--- src/rtl/rf_write_arbiter_pkg.sv ---
// Shared definitions for the register-file write arbiter: address/data
// widths, wait-counter width and the arbiter FSM state encoding.
// The FORCE state only exists when RF_WB_STARVE_GUARD_EN is defined.
package rf_write_arbiter_pkg;

  localparam int unsigned RF_ADDR_W  = 5;
  localparam int unsigned RF_DATA_W  = 32;
  localparam int unsigned WAIT_CNT_W = 8;

  typedef enum logic [1:0] {
    ST_IDLE  = 2'd0,
`ifdef RF_WB_STARVE_GUARD_EN
    ST_FORCE = 2'd2,
`endif
    ST_HOLD  = 2'd1
  } arb_state_e;

endpackage

--- src/rtl/rf_wb_hold_reg.sv ---
// One-entry hold register for a secondary (long-latency unit) write that
// lost arbitration. Provides the valid/ready handshake toward the unit.
module rf_wb_hold_reg
  import rf_write_arbiter_pkg::*;
(
  input  logic                 clk,
  input  logic                 rst,
  input  logic                 load_i,
  input  logic                 drain_i,
  input  logic                 clear_i,
  input  logic [RF_ADDR_W-1:0] rd_i,
  input  logic [RF_DATA_W-1:0] wdata_i,
  output logic                 valid_o,
  output logic [RF_ADDR_W-1:0] rd_o,
  output logic [RF_DATA_W-1:0] wdata_o,
  output logic                 ready_o
);

  logic                 valid_q, valid_d;
  logic [RF_ADDR_W-1:0] rd_q, rd_d;
  logic [RF_DATA_W-1:0] data_q, data_d;

  // Load wins over drain so a drain and refill in the same cycle keeps the entry full.
  always_comb begin
    valid_d = valid_q;
    rd_d    = rd_q;
    data_d  = data_q;
    if (load_i) begin
      valid_d = 1'b1;
      rd_d    = rd_i;
      data_d  = wdata_i;
    end else if (drain_i || clear_i) begin
      valid_d = 1'b0;
    end
  end

  // Hold entry storage.
  always_ff @(posedge clk or posedge rst) begin
    if (rst) begin
      valid_q <= 1'b0;
      rd_q    <= '0;
      data_q  <= '0;
    end else begin
      valid_q <= valid_d;
      rd_q    <= rd_d;
      data_q  <= data_d;
    end
  end

  assign valid_o = valid_q;
  assign rd_o    = rd_q;
  assign wdata_o = data_q;
  assign ready_o = !valid_q || drain_i;

endmodule

--- src/rtl/rf_write_arbiter.sv ---
// Register-file write-port arbiter between the writeback stage and a
// long-latency unit. Optional starvation guard (FORCE state + wait
// counter) is enabled by defining RF_WB_STARVE_GUARD_EN.
module rf_write_arbiter
  import rf_write_arbiter_pkg::*;
#(
  parameter int unsigned MAX_WAIT = 8,
  parameter int unsigned RWE_SIZE = 1
) (
  input  logic                 clk,
  input  logic                 rst,
  input  logic [RF_ADDR_W-1:0] wb_inst_rd_in,
  input  logic [RWE_SIZE-1:0]  wb_regwrite_in,
  input  logic [RF_DATA_W-1:0] wb_rf_wdata_in,
  input  logic                 lu_valid,
  input  logic [RF_ADDR_W-1:0] lu_rd,
  input  logic [RF_DATA_W-1:0] lu_wdata,
  output logic                 lu_ready,
  output logic                 pl_stall,
  output logic [RF_ADDR_W-1:0] rf_waddr,
  output logic [RWE_SIZE-1:0]  rf_we,
  output logic [RF_DATA_W-1:0] rf_wdata,
  output logic                 hold_valid,
  output logic [RF_ADDR_W-1:0] hold_rd
);

  if (MAX_WAIT < 2 || MAX_WAIT > 255) begin : g_bad_max_wait
    $error("rf_write_arbiter: MAX_WAIT must be in 2..255");
  end

  arb_state_e           state_q, state_d;
  logic                 pl_req, lu_xfer, stale, drain;
  logic                 grant_pl, grant_sec, load, clear;
  logic [RF_DATA_W-1:0] hold_data;
  logic [RF_ADDR_W-1:0] sec_rd;
  logic [RF_DATA_W-1:0] sec_data;
  logic [RF_ADDR_W-1:0] rf_waddr_q, rf_waddr_d;
  logic [RWE_SIZE-1:0]  rf_we_q, rf_we_d;
  logic [RF_DATA_W-1:0] rf_wdata_q, rf_wdata_d;

  assign pl_req  = (wb_regwrite_in != '0) && (wb_inst_rd_in != '0);
  // An accepted transfer to r0 is consumed here and never reaches the hold or the RF.
  assign lu_xfer = lu_valid && lu_ready && (lu_rd != '0);
  assign stale   = hold_valid && pl_req && (wb_inst_rd_in == hold_rd);

`ifdef RF_WB_STARVE_GUARD_EN
  localparam logic [WAIT_CNT_W-1:0] CNT_LAST = WAIT_CNT_W'(MAX_WAIT - 2);
  logic [WAIT_CNT_W-1:0] cnt_q, cnt_d;
  logic                  pl_stall_q;

  // Held entry leaves through the write port: free HOLD cycle or FORCE.
  assign drain = hold_valid &&
                 (((state_q == ST_HOLD) && !pl_req) || (state_q == ST_FORCE));
`else
  assign drain = hold_valid && (state_q == ST_HOLD) && !pl_req;
`endif

  rf_wb_hold_reg u_hold (
    .clk     (clk),
    .rst     (rst),
    .load_i  (load),
    .drain_i (drain),
    .clear_i (clear),
    .rd_i    (lu_rd),
    .wdata_i (lu_wdata),
    .valid_o (hold_valid),
    .rd_o    (hold_rd),
    .wdata_o (hold_data),
    .ready_o (lu_ready)
  );

  // Next-state, grant and hold-control decode.
  always_comb begin
    state_d   = state_q;
    grant_pl  = 1'b0;
    grant_sec = 1'b0;
    load      = 1'b0;
    clear     = 1'b0;
    sec_rd    = hold_rd;
    sec_data  = hold_data;
`ifdef RF_WB_STARVE_GUARD_EN
    cnt_d     = cnt_q;
`endif
    case (state_q)
      ST_IDLE: begin
        if (pl_req) begin
          grant_pl = 1'b1;
          if (lu_xfer) begin
            load    = 1'b1;
            state_d = ST_HOLD;
          end
        end else if (lu_xfer) begin
          grant_sec = 1'b1;
          sec_rd    = lu_rd;
          sec_data  = lu_wdata;
        end
      end
      ST_HOLD: begin
        if (pl_req) begin
          grant_pl = 1'b1;
          if (stale) begin
            clear   = 1'b1;
            state_d = ST_IDLE;
`ifdef RF_WB_STARVE_GUARD_EN
            cnt_d   = '0;
          end else if (cnt_q == CNT_LAST) begin
            state_d = ST_FORCE;
            cnt_d   = '0;
          end else begin
            cnt_d   = cnt_q + 1'b1;
`endif
          end
        end else begin
          grant_sec = 1'b1;
`ifdef RF_WB_STARVE_GUARD_EN
          cnt_d     = '0;
`endif
          if (lu_xfer) load = 1'b1;
          else         state_d = ST_IDLE;
        end
      end
`ifdef RF_WB_STARVE_GUARD_EN
      // A transfer accepted while draining refills the hold, so return to HOLD instead of IDLE.
      ST_FORCE: begin
        grant_sec = 1'b1;
        if (lu_xfer) begin
          load    = 1'b1;
          state_d = ST_HOLD;
        end else begin
          state_d = ST_IDLE;
        end
      end
`endif
      default: state_d = ST_IDLE;
    endcase

    rf_waddr_d = rf_waddr_q;
    rf_wdata_d = rf_wdata_q;
    rf_we_d    = '0;
    if (grant_pl) begin
      rf_waddr_d = wb_inst_rd_in;
      rf_wdata_d = wb_rf_wdata_in;
      rf_we_d    = wb_regwrite_in;
    end else if (grant_sec) begin
      rf_waddr_d = sec_rd;
      rf_wdata_d = sec_data;
      rf_we_d    = '1;
    end
  end

  // FSM state, wait counter and registered outputs.
  always_ff @(posedge clk or posedge rst) begin
    if (rst) begin
      state_q    <= ST_IDLE;
      rf_waddr_q <= '0;
      rf_we_q    <= '0;
      rf_wdata_q <= '0;
`ifdef RF_WB_STARVE_GUARD_EN
      cnt_q      <= '0;
      pl_stall_q <= 1'b0;
`endif
    end else begin
      state_q    <= state_d;
      rf_waddr_q <= rf_waddr_d;
      rf_we_q    <= rf_we_d;
      rf_wdata_q <= rf_wdata_d;
`ifdef RF_WB_STARVE_GUARD_EN
      cnt_q      <= cnt_d;
      pl_stall_q <= (state_d == ST_FORCE);
`endif
    end
  end

`ifdef RF_WB_STARVE_GUARD_EN
  assign pl_stall = pl_stall_q;
`else
  assign pl_stall = 1'b0;
`endif
  assign rf_waddr = rf_waddr_q;
  assign rf_we    = rf_we_q;
  assign rf_wdata = rf_wdata_q;

endmodule

--- config.mk ---
export PLATFORM = sky130hd
export DESIGN_NAME = rf_write_arbiter
export DESIGN_NICKNAME = d
export VERILOG_FILES = /design/src/rtl/rf_write_arbiter_pkg.sv /design/src/rtl/rf_wb_hold_reg.sv /design/src/rtl/rf_write_arbiter.sv
export SDC_FILE = /design/constraint.sdc
export NUM_CORES = 1
export LEC_CHECK = 0
export BUFFER_PORTS_ARGS = -buffer_cell sky130_fd_sc_hd__buf_2
export CELL_PAD_IN_SITES_DETAIL_PLACEMENT = 2
export CELL_PAD_IN_SITES_GLOBAL_PLACEMENT = 2
export CORE_UTILIZATION = 28
export CTS_CLUSTER_SIZE = 28
export DETAILED_ROUTE_END_ITERATION = 6
export PLACE_DENSITY = 0.8
export SLEW_MARGIN = 20
export SYNTH_ARGS = -nofsm -noshare
export SYNTH_HDL_FRONTEND = slang
export SYNTH_SLANG_ARGS = --single-unit
--- constraint.sdc ---
create_clock -name clk -period 2.82 [get_ports clk]
set_input_delay 0.423 -clock clk [delete_from_list [all_inputs] [get_ports clk]]
set_output_delay 0.423 -clock clk [all_outputs]
set_load 0.01 [all_outputs]
==> Word level (Yosys, flattened, before mapping) <==
Cells that the tools add are included.
{ "op_classes": {"add_sub_neg": 0, "n_mul": 0, "div_mod_pow": 0, "magnitude_cmp": 0, "n_eq_ne": 6, "n_shift": 0, "n_mux": 31, "bitwise_logic": 0, "reduce_logical": 18} }
{ "ops": {"columns": ["op", "count"], "rows": [
  ["32-bit two-way mux", 5],
  ["5-bit two-way mux", 5],
  ["1-bit two-way mux", 13],
  ["2-bit two-way mux", 5],
  ["5-bit nonzero test", 2],
  ["1-bit logical AND", 7],
  ["3-bit != test (second input constant)", 2],
  ["5-bit == test", 1],
  ["2-bit != test (second input constant)", 2],
  ["1-bit one-hot mux with 2 select lines", 2],
  ["2-bit one-hot mux with 2 select lines", 1],
  ["4-bit AND reduction", 1],
  ["2-bit nonzero test", 2],
  ["2-bit by 1-bit == test with 1-bit output (second input constant)", 1],
  ["1-bit logical NOT", 2],
  ["2-bit logical NOT", 1],
  ["1-bit logical OR", 2],
  ["2-bit OR reduction", 1]
]} }
{ "word_totals": {"reg_bits": 78, "latch_bits": 0, "ramBits": 0, "mem_bits_ro": 0, "input_bits": 78, "out_inout_bits": 46, "elab_cells": 62, "n_memories": 0} }

==> Logic depth before layout (Yosys ltp) <==
{ "depth": {"word_depth": 12, "mapped_depth": 7, "depth_no_buf": 5} }

==> Hierarchy <==
From an unflattened synthesis, not the netlist that was laid out.
{ "hier_totals": {"cells_unflattened": 364, "area_unflattened_um2": 4016.4} }
{ "modules_own_cells": {"columns": ["module", "n_inst", "cells_per_inst", "area_per_inst_um2", "seq_area_each_um2"], "rows": [
  ["rf_write_arbiter", 1, 282, 2521.2, 975.9],
  ["rf_wb_hold_reg", 1, 82, 1495.2, 950.9]
]} }

==> Worst setup path after synthesis <==
Ideal clock, no wire load.
{ "synth_timing": {"kind": "in2out", "startpoint": "input wb_inst_rd_in[4]", "endpoint": "output lu_ready", "arrival_time_ns": 1.784, "required_time_ns": 2.397, "setup_slack_ns": 0.613, "stages": 5, "path_buffers": 2, "path_cell_list": "or3_4 -> o31a_1 -> buf_6 -> clkbuf_1 -> o21ai_0"} }
{ "synth_between": {"elab_chain_len": 5} }
{ "synth_lines": {"columns": ["element", "line_no", "rtl"], "rows": [
  ["start: declaration", "rf_write_arbiter.sv:12", "input logic [RF_ADDR_W-1:0] wb_inst_rd_in,"],
  ["5-bit nonzero test", "rf_write_arbiter.sv:41", "assign pl_req = (wb_regwrite_in != '0) && (wb_inst_rd_in != '0);"],
  ["1-bit logical AND", "rf_write_arbiter.sv:41", null],
  ["1-bit logical NOT", "rf_write_arbiter.sv:55", "assign drain = hold_valid && (state_q == ST_HOLD) && !pl_req;"],
  ["1-bit logical AND", "rf_write_arbiter.sv:55", null],
  ["1-bit logical OR", "rf_wb_hold_reg.sv:53", "assign ready_o = !valid_q || drain_i;"],
  ["end: declaration", "rf_write_arbiter.sv:18", "output logic lu_ready,"]
]} }
Every way passes these cells.

==> Final worst setup path <==
{ "layout_timing": {"startpoint": "register state_q[0]", "endpoint": "output lu_ready"} }
{ "layout_between": {"elab_chain_len": 4} }
{ "layout_lines": {"columns": ["element", "line_no", "rtl"], "rows": [
  ["start: declaration", "rf_write_arbiter.sv:31", "arb_state_e state_q, state_d;"],
  ["start signal: assignment", "rf_write_arbiter.sv:163", "state_q <= state_d;"],
  ["2-bit by 1-bit == test with 1-bit output", "rf_write_arbiter.sv:55", null],
  ["1-bit logical AND (2 in series)", "rf_write_arbiter.sv:55", null],
  ["1-bit logical OR", "rf_wb_hold_reg.sv:53", null]
]} }
Every way passes these cells.

==> results.md <==
Clock network:
- The clock tree synthesis step divided the H-tree into 3 levels.
- The clock tree root buffer cell is sky130_fd_sc_hd__clkbuf_16.
- Hold repair after CTS inserted 0 buffers.
- Clock tree synthesis inserted a total of 9 buffers.
- Buffers added to address setup during post-CTS repair amount to 0.
- The total number of clock tree sinks is 77.
- The CTS tree is yes.
- The clock insertion delay at the later pin of the skew report is 340 ps.
- Post-CTS repair changed the size of 0 cells.
- No sink is reached through more buffers than the 2 on the longest clock path.
- The register clock-pin slew on the reported worst setup and hold paths is 60 ps.

Final layout:
- Of the cells placed in the final design, the portion with a size suffix greater than 1 is 0.425.
- The area growth from synthesis to layout is 28.9%.
- The flip-flop and latch area is 0.00193 mm2.
- The net count of the finished layout is 529.
- Excluding fillers, the count of instances in the completed layout stands at 633.
- After filler insertion, the fill cell instance count of the layout stands at 1442.
- The multi-input logic area is 0.00173 mm2.

Drt:
- The number of design rule violations left after detail routing is 0.
- The per-cell routed wire length is 18.7 um.
- Before antenna repair, the detailed router went through 4 iterations.
- The detail-routed via count per cell is 4.93.
- The routed layout has 3123 vias.
- The initial DRC count is 39.
- For this block, the routed nets add up to 11.9 mm of wire.
- Once detail routing completed, the nets flagged for antenna violations numbered 0.

Logic synthesis:
- The net count of the mapped netlist is 408.
- In the post-synthesis netlist, the cell with the most instances is sky130_fd_sc_hd__dfrtp_1.
- The distinct cell type count of the synthesized netlist is 37.
- The average instance in the mapped netlist occupies 11.9 um2.
- By area the synthesized netlist is led by sky130_fd_sc_hd__dfrtp_1, sky130_fd_sc_hd__o221ai_2, sky130_fd_sc_hd__mux2_1, sky130_fd_sc_hd__mux2i_1, sky130_fd_sc_hd__nand2_1.
- Among all flip-flop cells after synthesis, the most frequent one is sky130_fd_sc_hd__dfrtp_1.
- The biggest area contributor in the post-synthesis netlist is sky130_fd_sc_hd__dfrtp_1.
- The share of synthesized area in the top cell type comes to 0.491.
- The share of flip-flops with an asynchronous set or reset after synthesis is 1.00.
- In this run, synthesis inferred 0 flip-flops with an integrated enable.
- Counting every instance in the synthesized netlist gives 330.
- For this run, the register share of the synthesized area comes to 0.491.
- The post-synthesis register bit count is 77.
- Counting instances in the post-synthesis netlist gives the leading cell types as sky130_fd_sc_hd__dfrtp_1, sky130_fd_sc_hd__nand2_1, sky130_fd_sc_hd__inv_1, sky130_fd_sc_hd__mux2_1, sky130_fd_sc_hd__o221ai_2.
- The netlist area before placement is 0.00392 mm2.
- For this run, the number of Yosys warnings is 0.

Setup path:
- The worst setup path is launched from a flop.
- The worst-path cell with the longest stage delay is sky130_fd_sc_hd__dfrtp_1.
- The largest fanout of any net on the critical path is 13.
- The top cell family by delay on the critical path is buffers and inverters.
- The type of element capturing the critical path is an output port.
- The worst path buffer plus inverter count is 2.
- By startpoint and endpoint, the worst setup path is classified as reg -> out.
- Walking the worst path, the cells encountered are clkinv_1 -> o21ai_0 -> buf_2.
- The data arrival time of the critical path is 2020 ps.
- For this run, the slowest stage of the critical path takes 600 ps.
- The required time at the worst-slack endpoint is 2400 ps.

Pwr:
- The internal power of the cells totals 2.89 mW.
- The share of total power dissipated in the clock network is 0.319.
- The switching share of power is 0.315.
- The peak supply drop is 0.000276 V.
- The combinational group share of total power is 0.279.
- Dividing total power by cell area gives a power density of 834 mW/mm2.
- The analysis attributes to net switching a power of 1.33 mW.
- The part of the total power dissipated in sequential elements is 0.401.
- Summed over all cells, the static leakage comes to 2.32 nW.

STA:
- Setup repair after global routing left no endpoint under its margin.
- The maximum frequency from static timing analysis is 409 MHz.
- The final number of max-transition violations is 0.
- Setup violations remaining at the end of the flow were counted as 0.
- The sum of negative setup slack is 0 ps.
- The clock period minus worst slack is 2440 ps.
- The final cycle utilization of the critical path is 0.867.
- The measured slew at the worst slew-check pin is 958 ps.
- The number of hold violations in the final report is 0.
- The post-route clock skew is 4.05 ps.
- The relative slew slack is 0.361.

Placed design:
- The count of buffers added on input and output ports is 122.
- The congestion estimate from routability-driven global placement came to 0.749.
- The wire-length estimate of the detail-placed layout is 8.42 mm.
- Once placement completed, the tool counted placed cells totaling 616.

Floorplan:
- From bottom edge to top edge, the die measures 120 um.
- During I/O placement, the number of pins put on the boundary was 124.
- The placeable core region is 0.0135 mm2.
- The overall die area is 0.0145 mm2.
- The die is 120 um wide.
- The initial utilization of the core area, before any placement, comes to 0.292.
- The row count is 42.

Global routing:
- Across every metal layer, demand over resource in global routing totals 0.174.
- The number of antenna violations at the first check in global routing is 1.
- The total overflow left after global routing is 0.
- The first global-routing pass estimated 19.1 mm of wire.
- The via count of the first global-routing pass is 3583.
- The largest net degree at the start of global routing is 54.

Run:
- The max-cap check violation count is 0.

Outcome:
- The flow ran to the end, and the final reports show no timing, DRC or antenna violations.

Hold path:
- The kind of path behind the tightest hold check is in -> async.
layout by cell type, fill, tap and decap left out, types with 5 or more instances in the layout:
cell type	n
sky130_fd_sc_hd__mux2_1	30
sky130_fd_sc_hd__inv_1	33
sky130_fd_sc_hd__o221ai_2	29
sky130_fd_sc_hd__nand2_1	37
sky130_fd_sc_hd__mux2i_1	21
sky130_fd_sc_hd__a31oi_1	14
sky130_fd_sc_hd__buf_2	122
sky130_fd_sc_hd__dfrtp_1	77
sky130_fd_sc_hd__buf_4	9
sky130_fd_sc_hd__mux2_2	7
sky130_fd_sc_hd__clkbuf_16	9
sky130_fd_sc_hd__a221o_1	5
sky130_fd_sc_hd__and2_1	14
worst reg2reg max path, cell delays in order, from the launching register on:
cell                       delay (ps)
sky130_fd_sc_hd__dfrtp_1          390
sky130_fd_sc_hd__nor2b_1          390
sky130_fd_sc_hd__o31a_1           400
sky130_fd_sc_hd__nor3_4           120
sky130_fd_sc_hd__inv_2            700
sky130_fd_sc_hd__o221ai_1         210
state kept, by name, indices dropped and copies added (netlist names):
signal and cells:
u_hold.valid_o 1, state_q 1, u_hold.wdata_o 32, rf_waddr 5, rf_we 1, rf_wdata 32
u_hold.rd_o 5
kinds of logic (layout without fill, tap and decap cells):
| kind of cell | count (synthesis) | count (layout) | synth area share |
|---|---|---|---|
| simple gates | 64 | 64 | 0.0791 |
| buf+inv | 58 | 184 | 0.0705 |
| xor+xnor | 5 | 5 | 0.0112 |
| other cells | 1 | 2 | 0.000956 |
| mux | 58 | 58 | 0.160 |
| flops | 77 | 77 | 0.491 |
| compound gates | 67 | 67 | 0.188 |
per-layer routing:
layer | track usage | wire (um) | up-vias
li1 | - | - | 1424
met1 | 0.211 | 5140 | 1600
met2 | 0.305 | 6060 | 84
met3 | 0.0283 | 436 | 15
met4 | 0.0756 | 220 | 0
met5 | 0 | 0 | -
power by group through the flow:
stage	Sequential, mW	Combinational (mW)	Clock, mW
after detailed placement	1.72	1.20	0
after CTS	1.70	1.21	1.37
after floorplan	1.73	0.731	0
after global placement	1.69	1.14	0
final	1.69	1.18	1.35
after global routing	1.74	1.31	1.42
metrics by stage:
stage | util | total power, mW | hold WS [ps] | worst slack, ps | instance area (um2)
2_1_floorplan | - | 2.46 | 456 | 430 | 3920
3_3_place_gp | 0.351 | 2.83 | 465 | 324 | 4720
3_5_place_dp | 0.351 | 2.92 | 478 | 189 | 4720
4_1_cts | 0.376 | 4.29 | 278 | 309 | 5050
5_1_grt | 0.376 | 4.47 | 293 | 231 | 5060
6_report | 0.376 | 4.22 | 254 | 376 | 5060
worst paths after layout:
| check | cells after the start | slack [ps] | end | start |
|---|---|---|---|---|
| max | 3 | 380 | lu_ready | state_q[0]$_DFFE_PP0P_ |
| min | 2 | 250 | u_hold.wdata_o[14]$_DFFE_PP0P_ | rst |
| max reg2reg | 5 | 450 | rf_wdata[28]$_DFFE_PP0P_ | u_hold.valid_o$_DFFE_PP0P_ |
| min reg2reg | 1 | 480 | u_hold.wdata_o[10]$_DFFE_PP0P_ | u_hold.wdata_o[10]$_DFFE_PP0P_ |
| max in group asynchronous | 3 | 1810 | rf_wdata[21]$_DFFE_PP0P_ | rst |
| min in group clk | 3 | 290 | rf_wdata[18]$_DFFE_PP0P_ | wb_rf_wdata_in[18] |
layout make-up:
class,instances,area share
well taps,176,0.0435
diodes,1,0.000495
multi-input cells,195,0.343
repair buffers,132,0.138
clock buffers,9,0.0445
inverters,36,0.0270
clock inverters,7,0.0225
flip-flops and latches,77,0.381
Power figures use the tool's default switching activity.
